==> src/rtl/quad_gpio_led_pkg.sv <==
// Shared constants and helpers for the quad GPIO LED conditioner:
// channel count, default blink patterns and prescaler sizing.
package quad_gpio_led_pkg;

  localparam int NCH = 8;

  // Channel n plays byte n, LSB first: ch0 steady, ch4 0,0,1,1,... etc.
  localparam logic [63:0] DEFAULT_PATTERN = 64'hFF_F0_AA_CC_80_A0_0F_FF;

  typedef logic [2:0] step_idx_t;

  function automatic int calc_div(input int clk_hz, input int tick_hz);
    return clk_hz / tick_hz;
  endfunction

  function automatic int cnt_width(input int div);
    return (div <= 2) ? 1 : $clog2(div);
  endfunction

endpackage

==> src/rtl/quad_gpio_led_if.sv <==
// GPIO-level-in / LED-out bundle between the GPIO register block and the
// LED conditioner; slave is the conditioner side.
interface quad_gpio_led_if;

  logic [quad_gpio_led_pkg::NCH-1:0] i_gpio;
  logic [quad_gpio_led_pkg::NCH-1:0] o_led;
  logic                              o_tick;

  modport slave (
    input  i_gpio,
    output o_led,
    output o_tick
  );

  modport master (
    output i_gpio,
    input  o_led,
    input  o_tick
  );

endinterface

==> src/rtl/quad_gpio_led_chan.sv <==
// One LED channel: enable edge detect, 3-bit pattern step index and the
// registered (optionally inverted) LED output.
module quad_gpio_led_chan
  import quad_gpio_led_pkg::*;
#(
  parameter bit ACTIVE_LOW = 1'b0
) (
  input  logic       i_clk,
  input  logic       i_rst,
  input  logic       i_en,
  input  logic       i_tick,
  input  logic       i_pwm_on,
  input  logic [7:0] i_pattern,
  output logic       o_led
);

  logic      prev_en_q;
  step_idx_t idx_q, idx_d;
  logic      led_q, led_d;
  logic      rise;
  logic      lit;

  always_comb begin
    rise  = i_en & ~prev_en_q;
    lit   = i_en & i_pattern[idx_q] & i_pwm_on;
    led_d = lit ^ ACTIVE_LOW;
    idx_d = idx_q;
    // A fresh enable restarts at bit 0 even if a step tick lands on it.
    if (!i_en) begin
      idx_d = '0;
    end else if (rise) begin
      idx_d = '0;
    end else if (i_tick) begin
      idx_d = idx_q + 3'd1;
    end
  end

  always_ff @(posedge i_clk) begin
    if (i_rst) begin
      prev_en_q <= 1'b0;
      idx_q     <= '0;
      led_q     <= ACTIVE_LOW;
    end else begin
      prev_en_q <= i_en;
      idx_q     <= idx_d;
      led_q     <= led_d;
    end
  end

  assign o_led = led_q;

endmodule

==> src/rtl/quad_gpio_led.sv <==
// Quad GPIO LED conditioner top: shared step prescaler, 8 pattern channels.
// Define QUAD_GPIO_LED_PWM_EN to add a free-running PWM dimmer on all LEDs.
module quad_gpio_led
  import quad_gpio_led_pkg::*;
#(
  parameter int          CLK_FREQ_HZ = 27000000,
  parameter int          TICK_HZ     = 8,
  parameter logic [63:0] PATTERN     = DEFAULT_PATTERN,
  parameter int          ACTIVE_LOW  = 0,
  parameter int          PWM_BITS    = 4,
  parameter int          DUTY        = 4
) (
  input  logic             i_clk,
  input  logic             i_rst,
  quad_gpio_led_if.slave   bus
);

  localparam int DIV = calc_div(CLK_FREQ_HZ, TICK_HZ);
  localparam int CW  = cnt_width(DIV);
  localparam logic [CW-1:0] LAST = CW'(DIV - 1);

  // Refuse to elaborate a prescaler that cannot produce a one-cycle strobe.
  if (DIV < 2 || PWM_BITS < 1 || DUTY < 0) begin : g_cfg_error
    quad_gpio_led_invalid_parameter_configuration u_bad ();
  end

  logic [CW-1:0]  cnt_q, cnt_d;
  logic           tick_q, tick_d;
  logic           pwm_on;
  logic [NCH-1:0] led_w;

  always_comb begin
    cnt_d  = (cnt_q == LAST) ? '0 : cnt_q + 1'b1;
    tick_d = (cnt_q == LAST);
  end

  always_ff @(posedge i_clk) begin
    if (i_rst) begin
      cnt_q  <= '0;
      tick_q <= 1'b0;
    end else begin
      cnt_q  <= cnt_d;
      tick_q <= tick_d;
    end
  end

`ifdef QUAD_GPIO_LED_PWM_EN
  localparam bit PWM_FULL = (DUTY >= (1 << PWM_BITS));
  localparam logic [PWM_BITS:0] DUTY_V = PWM_FULL ? '0 : (PWM_BITS + 1)'(DUTY);

  logic [PWM_BITS-1:0] pwm_cnt_q, pwm_cnt_d;

  always_comb begin
    pwm_cnt_d = pwm_cnt_q + 1'b1;
  end

  always_ff @(posedge i_clk) begin
    if (i_rst) begin
      pwm_cnt_q <= '0;
    end else begin
      pwm_cnt_q <= pwm_cnt_d;
    end
  end

  assign pwm_on = PWM_FULL | ({1'b0, pwm_cnt_q} < DUTY_V);
`else
  assign pwm_on = 1'b1;
`endif

  for (genvar n = 0; n < NCH; n++) begin : g_chan
    quad_gpio_led_chan #(
      .ACTIVE_LOW (ACTIVE_LOW != 0)
    ) u_chan (
      .i_clk     (i_clk),
      .i_rst     (i_rst),
      .i_en      (bus.i_gpio[n]),
      .i_tick    (tick_q),
      .i_pwm_on  (pwm_on),
      .i_pattern (PATTERN[8*n +: 8]),
      .o_led     (led_w[n])
    );
  end

  assign bus.o_led  = led_w;
  assign bus.o_tick = tick_q;

endmodule

==> src/flat_wrapper.sv <==
// flat-port wrapper written by rule: the top's interface ports become plain ports
module quad_gpio_led_flat import quad_gpio_led_pkg::*;
#(
  parameter int          CLK_FREQ_HZ = 27000000,
  parameter int          TICK_HZ     = 8,
  parameter logic [63:0] PATTERN     = DEFAULT_PATTERN,
  parameter int          ACTIVE_LOW  = 0,
  parameter int          PWM_BITS    = 4,
  parameter int          DUTY        = 4
)
  (i_clk, i_rst, bus_i_gpio, bus_o_led, bus_o_tick);
  quad_gpio_led_if bus_i ();
  input  logic i_clk;
  input  logic i_rst;
  input wire logic [$bits(bus_i.i_gpio)-1:0] bus_i_gpio;
  output wire logic [$bits(bus_i.o_led)-1:0] bus_o_led;
  output wire logic [$bits(bus_i.o_tick)-1:0] bus_o_tick;
  assign bus_i.i_gpio = bus_i_gpio;
  assign bus_o_led = bus_i.o_led;
  assign bus_o_tick = bus_i.o_tick;
  quad_gpio_led #(.CLK_FREQ_HZ(CLK_FREQ_HZ), .TICK_HZ(TICK_HZ), .PATTERN(PATTERN), .ACTIVE_LOW(ACTIVE_LOW), .PWM_BITS(PWM_BITS), .DUTY(DUTY)) u_core (.i_clk(i_clk), .i_rst(i_rst), .bus(bus_i));
endmodule
==> config.mk <==
export PLATFORM = sky130hd
export DESIGN_NAME = quad_gpio_led_flat
export DESIGN_NICKNAME = d
export VERILOG_FILES = /design/src/rtl/quad_gpio_led_pkg.sv /design/src/rtl/quad_gpio_led_if.sv /design/src/rtl/quad_gpio_led_chan.sv /design/src/rtl/quad_gpio_led.sv /design/src/flat_wrapper.sv
export SDC_FILE = /design/constraint.sdc
export NUM_CORES = 1
export LEC_CHECK = 0
export ABC_AREA = 1
export ABC_CLOCK_PERIOD_IN_PS = 2230
export BUFFER_PORTS_ARGS = -buffer_cell sky130_fd_sc_hd__buf_2
export CAP_MARGIN = 20
export CORE_MARGIN = 2
export CORE_UTILIZATION = 50
export CTS_CLUSTER_SIZE = 16
export DETAILED_ROUTE_END_ITERATION = 7
export GPL_TIMING_DRIVEN = 0
export PLACE_DENSITY = 0.68
export SYNTH_ARGS = -nofsm -noshare
export SYNTH_HDL_FRONTEND = slang
export SYNTH_SLANG_ARGS = --single-unit
==> constraint.sdc <==
create_clock -name i_clk -period 2.23 [get_ports i_clk]
set_input_delay 0.446 -clock i_clk [delete_from_list [all_inputs] [get_ports i_clk]]
set_output_delay 0.446 -clock i_clk [all_outputs]
set_load 0.01 [all_outputs]
==> flow_metrics.env, run 1 <==
export IMPL_outcome="complete, no violations"
export IMPL_required_ns=2.45
export IMPL_synth_main_ff_cell="dfxtp_1"
export IMPL_seq_power_share_pct=48.8
export IMPL_clkPwrFrac_pct=48.8
export IMPL_hp_class="in -> reg"
export IMPL_synth_cell_type_count=26
export IMPL_die_area_sq_um=5260
export IMPL_switching_share_pct=20.6
export IMPL_holdBufCountCts=0
export IMPL_power_density_nw_per_um2=797
export IMPL_die_h_um=72.5
export IMPL_tns_ns=0
export IMPL_instances_no_fill=387
export IMPL_cts_tree="built"
export IMPL_overflow=0
export IMPL_initial_core_util_pct=52.8
export IMPL_start_kind="flop"
export IMPL_worstPathBufferInverterCount=1
export IMPL_fin_area_sq_um=2720
export IMPL_critPathMaxFanout=10
export IMPL_h_tree_depth=3
export IMPL_synth_edf_count=0
export IMPL_grt_pass1_vias=1797
export IMPL_critical_path_max_stage_delay_ns=0.40
export IMPL_synth_area_leader_cell="dfxtp_1"
export IMPL_hold_violations=0
export IMPL_grt_max_degree=11
export IMPL_die_w_um=72.5
export IMPL_fin_nets=346
export IMPL_cts_setup_buffers=0
export IMPL_post_place_cells=372
export IMPL_synth_top_area_share_pct=49.4
export IMPL_grt_pass1_wl_mm=7.60
export IMPL_final_antenna_net_count=0
export IMPL_tightestPinTransition_ns=0.502
export IMPL_cap_violations=0
export IMPL_multiInputGateArea_sq_um=1010
export IMPL_syn_to_final_growth_pct=15.8
export IMPL_num_fill_cells=414
export IMPL_switchingPower_uw=447
export IMPL_drc=0
export IMPL_crit_path_top_delay_cell="dfxtp_1"
export IMPL_grt_antenna_before_repair=0
export IMPL_insertion_delay_ns=0.33
export IMPL_placed_area_sq_um=2500
export IMPL_utilization_pct=61.2
export IMPL_finalSetupViolCount=0
export IMPL_cp_end_kind="flop"
export IMPL_finalPower_mw=2.17
export IMPL_avgSynthCellArea_sq_um=7.78
export IMPL_post_route_min_period_ns=1.56
export IMPL_synthCells=302
export IMPL_globalplace_congestion=0.871
export IMPL_yosysSeqAreaShare_pct=49.4
export IMPL_drt_first_pass_iters=4
export IMPL_core_area_sq_um=4440
export IMPL_rows=24
export IMPL_relSlewSlack_pct=66.5
export IMPL_io_buffers=18
export IMPL_crit_type="reg -> reg"
export IMPL_wl_mm=4.31
export IMPL_finalCritPeriodShare_pct=70.1
export IMPL_netlist_area_sq_um=2350
export IMPL_register_area_sq_um=1160
export IMPL_skew_ns=0.00461
export IMPL_synthesis_nets=317
export IMPL_ctsResizeCount=0
export IMPL_ir_drop_v=0.000404
export IMPL_p_leak_nw=1.07
export IMPL_cts_root_buf="clkbuf_8"
export IMPL_grtUsageTotal_pct=18.6
export IMPL_ys_top_cells_by_count="nand2_1 (69), nor2_1 (61), dfxtp_1 (58), inv_1 (26), nand3_1 (14)"
export IMPL_clk_pin_slew_worst_paths_ns=0.07
export IMPL_cell_internal_pwr_mw=1.72
export IMPL_synthTopCellsByArea="dfxtp_1 (49%), nand2_1 (11%), nor2_1 (9.7%)"
export IMPL_cts_buffers=9
export IMPL_first_iter_violations=95
export IMPL_dp_hpwl_mm=3.11
export IMPL_crit_arrival_ns=1.78
export IMPL_asyncSetResetFlopFracSynth_pct=0
export IMPL_maxSlewViolCount=0
export IMPL_diodes=0
export IMPL_yosysMostFrequentCell="nand2_1"
export IMPL_grt_setup_unrepaired="no"
export IMPL_cts_buffer_depth=2
export IMPL_combPwrFrac_pct=2.4
export IMPL_path_delay_family="simple AND/OR/NAND/NOR gates"
export IMPL_clock_sink_count=58
export IMPL_ys_ff_latch=58
export IMPL_max_freq_ghz=0.640
export IMPL_avgViaCountPerCell=4.88
export IMPL_ioPinCount=19
export IMPL_ys_warn_count=0
export IMPL_crit_chain="ha_1, nand3_1, nor2_1, nand3_1, nand2_1, buf_2, nor2_1"
export IMPL_avgRoutedWirePerCell_um=11.1
export IMPL_drive_above_1_share_pct=15.2
export IMPL_via_count=1889
==> power by group through the flow <==
stage,logic [mW],clock network [mW],registers (mW)
after floorplan,0.0315,0,1.08
after global placement,0.0516,0,1.08
after detailed placement,0.0527,0,1.08
after CTS,0.0530,1.07,1.06
after global routing,0.0600,1.12,1.06
final,0.0524,1.06,1.06
==> worst reg2reg max path, delay by kind of cell (launching register included) <==
kind                     cells  cell delay [ns]
buffers and inverters        1             0.27
flip-flops                   1             0.40
adder cells (fa/ha/maj)      1             0.24
AND/OR/NAND/NOR              5             0.54
==> final cells by class <==
type	count	area share (%)
clock inverter	5	2.90
timing repair buffer	18	3.31
multi-input combinational	205	37.0
clock buffer	10	5.06
sequential	58	42.7
inverter	26	3.59
tap	52	2.39
buffer	13	3.08
==> layer usage <==
metal / vias to the layer above / global-route usage, % / routed length [um]
li1: 991 / - / -
met1: 852 / 23.7 / 2140
met2: 36 / 29.5 / 1920
met3: 10 / 5.42 / 168
met4: 0 / 8.02 / 80
met5: - / 0 / 0
==> final timing paths <==
check | startpoint | to | slack (ns) | depth (start not counted)
hold / removal | bus_i_gpio[7] | u_core.g_chan[7].u_chan.o_led$_SDFF_PP0_ | 0.31 | 3
setup reg to reg | u_core.cnt_q[0]$_SDFF_PP0_ | u_core.cnt_q[18]$_SDFF_PP0_ | 0.67 | 7
hold reg to reg | flop | u_core.g_chan[4].u_chan.o_led$_SDFF_PP0_ | 0.42 | 2
setup / recovery | u_core.cnt_q[0]$_SDFF_PP0_ | u_core.cnt_q[18]$_SDFF_PP0_ | 0.67 | 7
==> per-stage QoR <==
stage / worst slack, ns / hold slack [ns]
floorplan: 0.901 / 0.402
global placement: 0.656 / 0.405
detailed placement: 0.667 / 0.407
CTS: 0.644 / 0.315
global route: 0.484 / 0.326
finish: 0.668 / 0.313
==> layout by cell type, fill, tap and decap left out <==
| master | n |
|---|---|
| clkinv_4 | 1 |
| clkbuf_1 | 1 |
| nand3b_1 | 2 |
| xnor2_1 | 6 |
| or2_0 | 1 |
| nor2_1 | 61 |
| nor3b_1 | 1 |
| ha_1 | 5 |
| nand4_1 | 1 |
| inv_1 | 26 |
| nand2_2 | 1 |
| dfxtp_1 | 58 |
| clkinv_2 | 2 |
| buf_4 | 8 |
| buf_2 | 22 |
| o21bai_1 | 1 |
| and3_1 | 1 |
| nor2_2 | 2 |
| nor3_1 | 8 |
| a21oi_1 | 13 |
| clkbuf_8 | 10 |
| o21ai_0 | 2 |
| nand3_1 | 14 |
| and2_1 | 2 |
| nor2_4 | 1 |
| nand3_2 | 2 |
| nand2_1 | 69 |
| mux2i_1 | 1 |
| xor2_1 | 11 |
| bufinv_16 | 2 |
==> logic make-up after synthesis <==
family	Yosys count	synth area share, %
buffers and inverters	39	7.72
XOR/XNOR	17	6.34
AND/OR/NAND/NOR	166	29.9
multiplexers	1	0.426
adder cells (fa/ha/maj)	5	2.66
AO/OA/AOI/OAI	16	3.52
flip-flops	58	49.4
Note: power is estimated with default switching activity, not from simulation.
==> inputs of run 2 (changes only) <==
--- a/config.mk
+++ b/config.mk
@@ -6,7 +6,7 @@
 export NUM_CORES = 1
 export LEC_CHECK = 0
 export ABC_AREA = 1
-export ABC_CLOCK_PERIOD_IN_PS = 2230
+export ABC_CLOCK_PERIOD_IN_PS = 1500
 export BUFFER_PORTS_ARGS = -buffer_cell sky130_fd_sc_hd__buf_2
 export CAP_MARGIN = 20
 export CORE_MARGIN = 2
==> constraint.sdc (replaced) <==
create_clock -name i_clk -period 1.5 [get_ports i_clk]
set_input_delay 0.3 -clock i_clk [delete_from_list [all_inputs] [get_ports i_clk]]
set_output_delay 0.3 -clock i_clk [all_outputs]
set_load 0.01 [all_outputs]
==> run 2 against run 1 <==
Effect of this change:
- critical path depth unchanged
- design area up 1.6%
- sequential share of layout area down 0.59 points
- highest routed layer unchanged
- critical endpoint is now u_core.cnt_q[0]$_SDFF_PP0_
- clock power up 49%
- core utilization up 0.99 points
- largest power group is now clock
==> flow_metrics.env, run 2 (synthesis results as in run 1) <==
export IMPL_tns_ns=0
export IMPL_final_cell_mix="nand2_1 (66), nor2_1 (60), dfxtp_1 (56)"
export IMPL_post_place_cells=372
export IMPL_cts_tree="built"
export IMPL_required_ns=1.72
export IMPL_post_route_min_period_ns=1.43
export IMPL_cts_buffer_depth=2
export IMPL_clock_sink_count=58
export IMPL_multiInputGateArea_sq_um=1040
export IMPL_holdBufCountCts=0
export IMPL_ir_drop_v=0.000604
export IMPL_io_buffers=18
export IMPL_grtUsageTotal_pct=18.8
export IMPL_rows=24
export IMPL_post_route_worst_setup_slack_ns=0.0749
export IMPL_hp_class="in -> reg"
export IMPL_seq_power_share_pct=48.6
export IMPL_ioPinCount=19
export IMPL_crit_arrival_ns=1.65
export IMPL_skew_ns=0.00597
export IMPL_h_tree_depth=3
export IMPL_finalCritPeriodShare_pct=95.0
export IMPL_hold_violations=0
export IMPL_die_w_um=72.5
export IMPL_cell_internal_pwr_mw=2.56
export IMPL_avgRoutedWirePerCell_um=11.4
export IMPL_p_leak_nw=1.07
export IMPL_drc=0
export IMPL_die_area_sq_um=5260
export IMPL_utilization_pct=62.2
export IMPL_crit_path_top_delay_cell="dfxtp_2"
export IMPL_rrSetupSlack_ns=0.07
export IMPL_whs_ns=0.165
export IMPL_clkPwrFrac_pct=48.8
export IMPL_combPwrFrac_pct=2.6
export IMPL_final_antenna_net_count=0
export IMPL_avgViaCountPerCell=4.86
export IMPL_outcome="complete, no violations"
export IMPL_die_h_um=72.5
export IMPL_cts_root_buf="clkbuf_8"
export IMPL_insertion_delay_ns=0.33
export IMPL_globalplace_congestion=0.871
export IMPL_maxSlewViolCount=0
export IMPL_initial_core_util_pct=52.8
export IMPL_crit_type="reg -> reg"
export IMPL_first_iter_violations=100
export IMPL_cts_setup_buffers=0
export IMPL_tightestPinTransition_ns=0.510
export IMPL_grt_antenna_before_repair=0
export IMPL_via_count=1880
export IMPL_diodes=0
export IMPL_critical_path_max_stage_delay_ns=0.37
export IMPL_crit_path_frequent_cell="nor2_1"
export IMPL_fin_nets=346
export IMPL_wl_mm=4.42
export IMPL_grt_pass1_wl_mm=7.64
export IMPL_mostFrequentLayoutCell="nand2_1"
export IMPL_instances_no_fill=387
export IMPL_cap_violations=0
export IMPL_crit_chain="ha_2, nand3_1, nor2_1, nand3_2, nand2_2, buf_4, nor2_1"
export IMPL_start_kind="flop"
export IMPL_drt_first_pass_iters=4
export IMPL_syn_to_final_growth_pct=17.7
export IMPL_finalSetupViolCount=0
export IMPL_dp_hpwl_mm=3.11
export IMPL_max_freq_ghz=0.702
export IMPL_grt_pass1_vias=1810
export IMPL_switching_share_pct=20.8
export IMPL_cts_buffers=9
export IMPL_cp_end_kind="flop"
export IMPL_switchingPower_uw=672
export IMPL_register_area_sq_um=1160
export IMPL_dp_slack_ns=-0.0633
export IMPL_overflow=0
export IMPL_power_density_nw_per_um2=1170
export IMPL_num_fill_cells=413
export IMPL_relSlewSlack_pct=66.0
export IMPL_grt_max_degree=11
export IMPL_drive_above_1_share_pct=17.6
export IMPL_critPathMaxFanout=10
export IMPL_core_area_sq_um=4440
export IMPL_clk_pin_slew_worst_paths_ns=0.07
run 2: cell count changes in the layout (fill, tap and decap cells not counted), moves of 2 or more:
cell / previous run / this run
nor2_4: 1 / 4
nor2_2: 2 / 0
dfxtp_2: 0 / 2
buf_2: 22 / 20
dfxtp_1: 58 / 56
nand2_2: 1 / 4
nand2_1: 69 / 66
run 2: routing by layer:
layer	up-vias	wire, um	GRT usage, %
met4	0	80	8.02
li1	993	-	-
met2	23	2030	29.9
met3	10	156	5.42
met5	-	0	0
met1	854	2150	23.7
run 2: per-stage QoR:
stage | area [sq um] | power [mW]
6_report | 2760 | 3.24
5_1_grt | 2760 | 3.34
2_1_floorplan | 2350 | 1.65
3_3_place_gp | 2500 | 1.68
3_5_place_dp | 2500 | 1.68
4_1_cts | 2730 | 3.25
run 2: cell type report:
class | count | share of cell area (%)
Timing Repair Buffer | 18 | 3.26
Buffer | 13 | 3.35
Inverter | 26 | 3.53
Multi-Input combinational cell | 205 | 37.6
Tap cell | 52 | 2.35
Clock inverter | 5 | 2.85
Clock buffer | 10 | 4.98
Sequential cell | 58 | 42.1
run 2: path summary, 6_finish.rpt:
kind / from / to / cells past startpoint
worst min register to register: flop / u_core.g_chan[4].u_chan.o_led$_SDFF_PP0_ / 2
worst max register to register: u_core.cnt_q[0]$_SDFF_PP0_ / u_core.cnt_q[0]$_SDFF_PP0_ / 7
worst min-delay path: bus_i_gpio[7] / u_core.g_chan[7].u_chan.o_led$_SDFF_PP0_ / 3
worst max-delay path: u_core.cnt_q[0]$_SDFF_PP0_ / u_core.cnt_q[0]$_SDFF_PP0_ / 7
run 2: repair_timing:
| item | CTS | global route |
|---|---|---|
| gates resized for setup | 4 | 10 |
| pin swaps | 0 | 0 |
| setup endpoints to repair | 20 | 21 |
run 2: power groups by stage:
stage               sequential (mW)  clock, mW  combinational (mW)
finish                         1.57       1.58              0.0833
detailed placement             1.61          0              0.0784
global route                   1.58       1.67              0.0946
global placement               1.61          0              0.0767
floorplan                      1.60          0              0.0468
CTS                            1.57       1.60              0.0811
run 2: critical path: cells and delay by family (launching register included):
| kind | cells | cell delay (ns) |
|---|---|---|
| buffers and inverters | 1 | 0.19 |
| adders and majority gates | 1 | 0.22 |
| DFF | 1 | 0.37 |
| and+or+nand+nor | 5 | 0.52 |
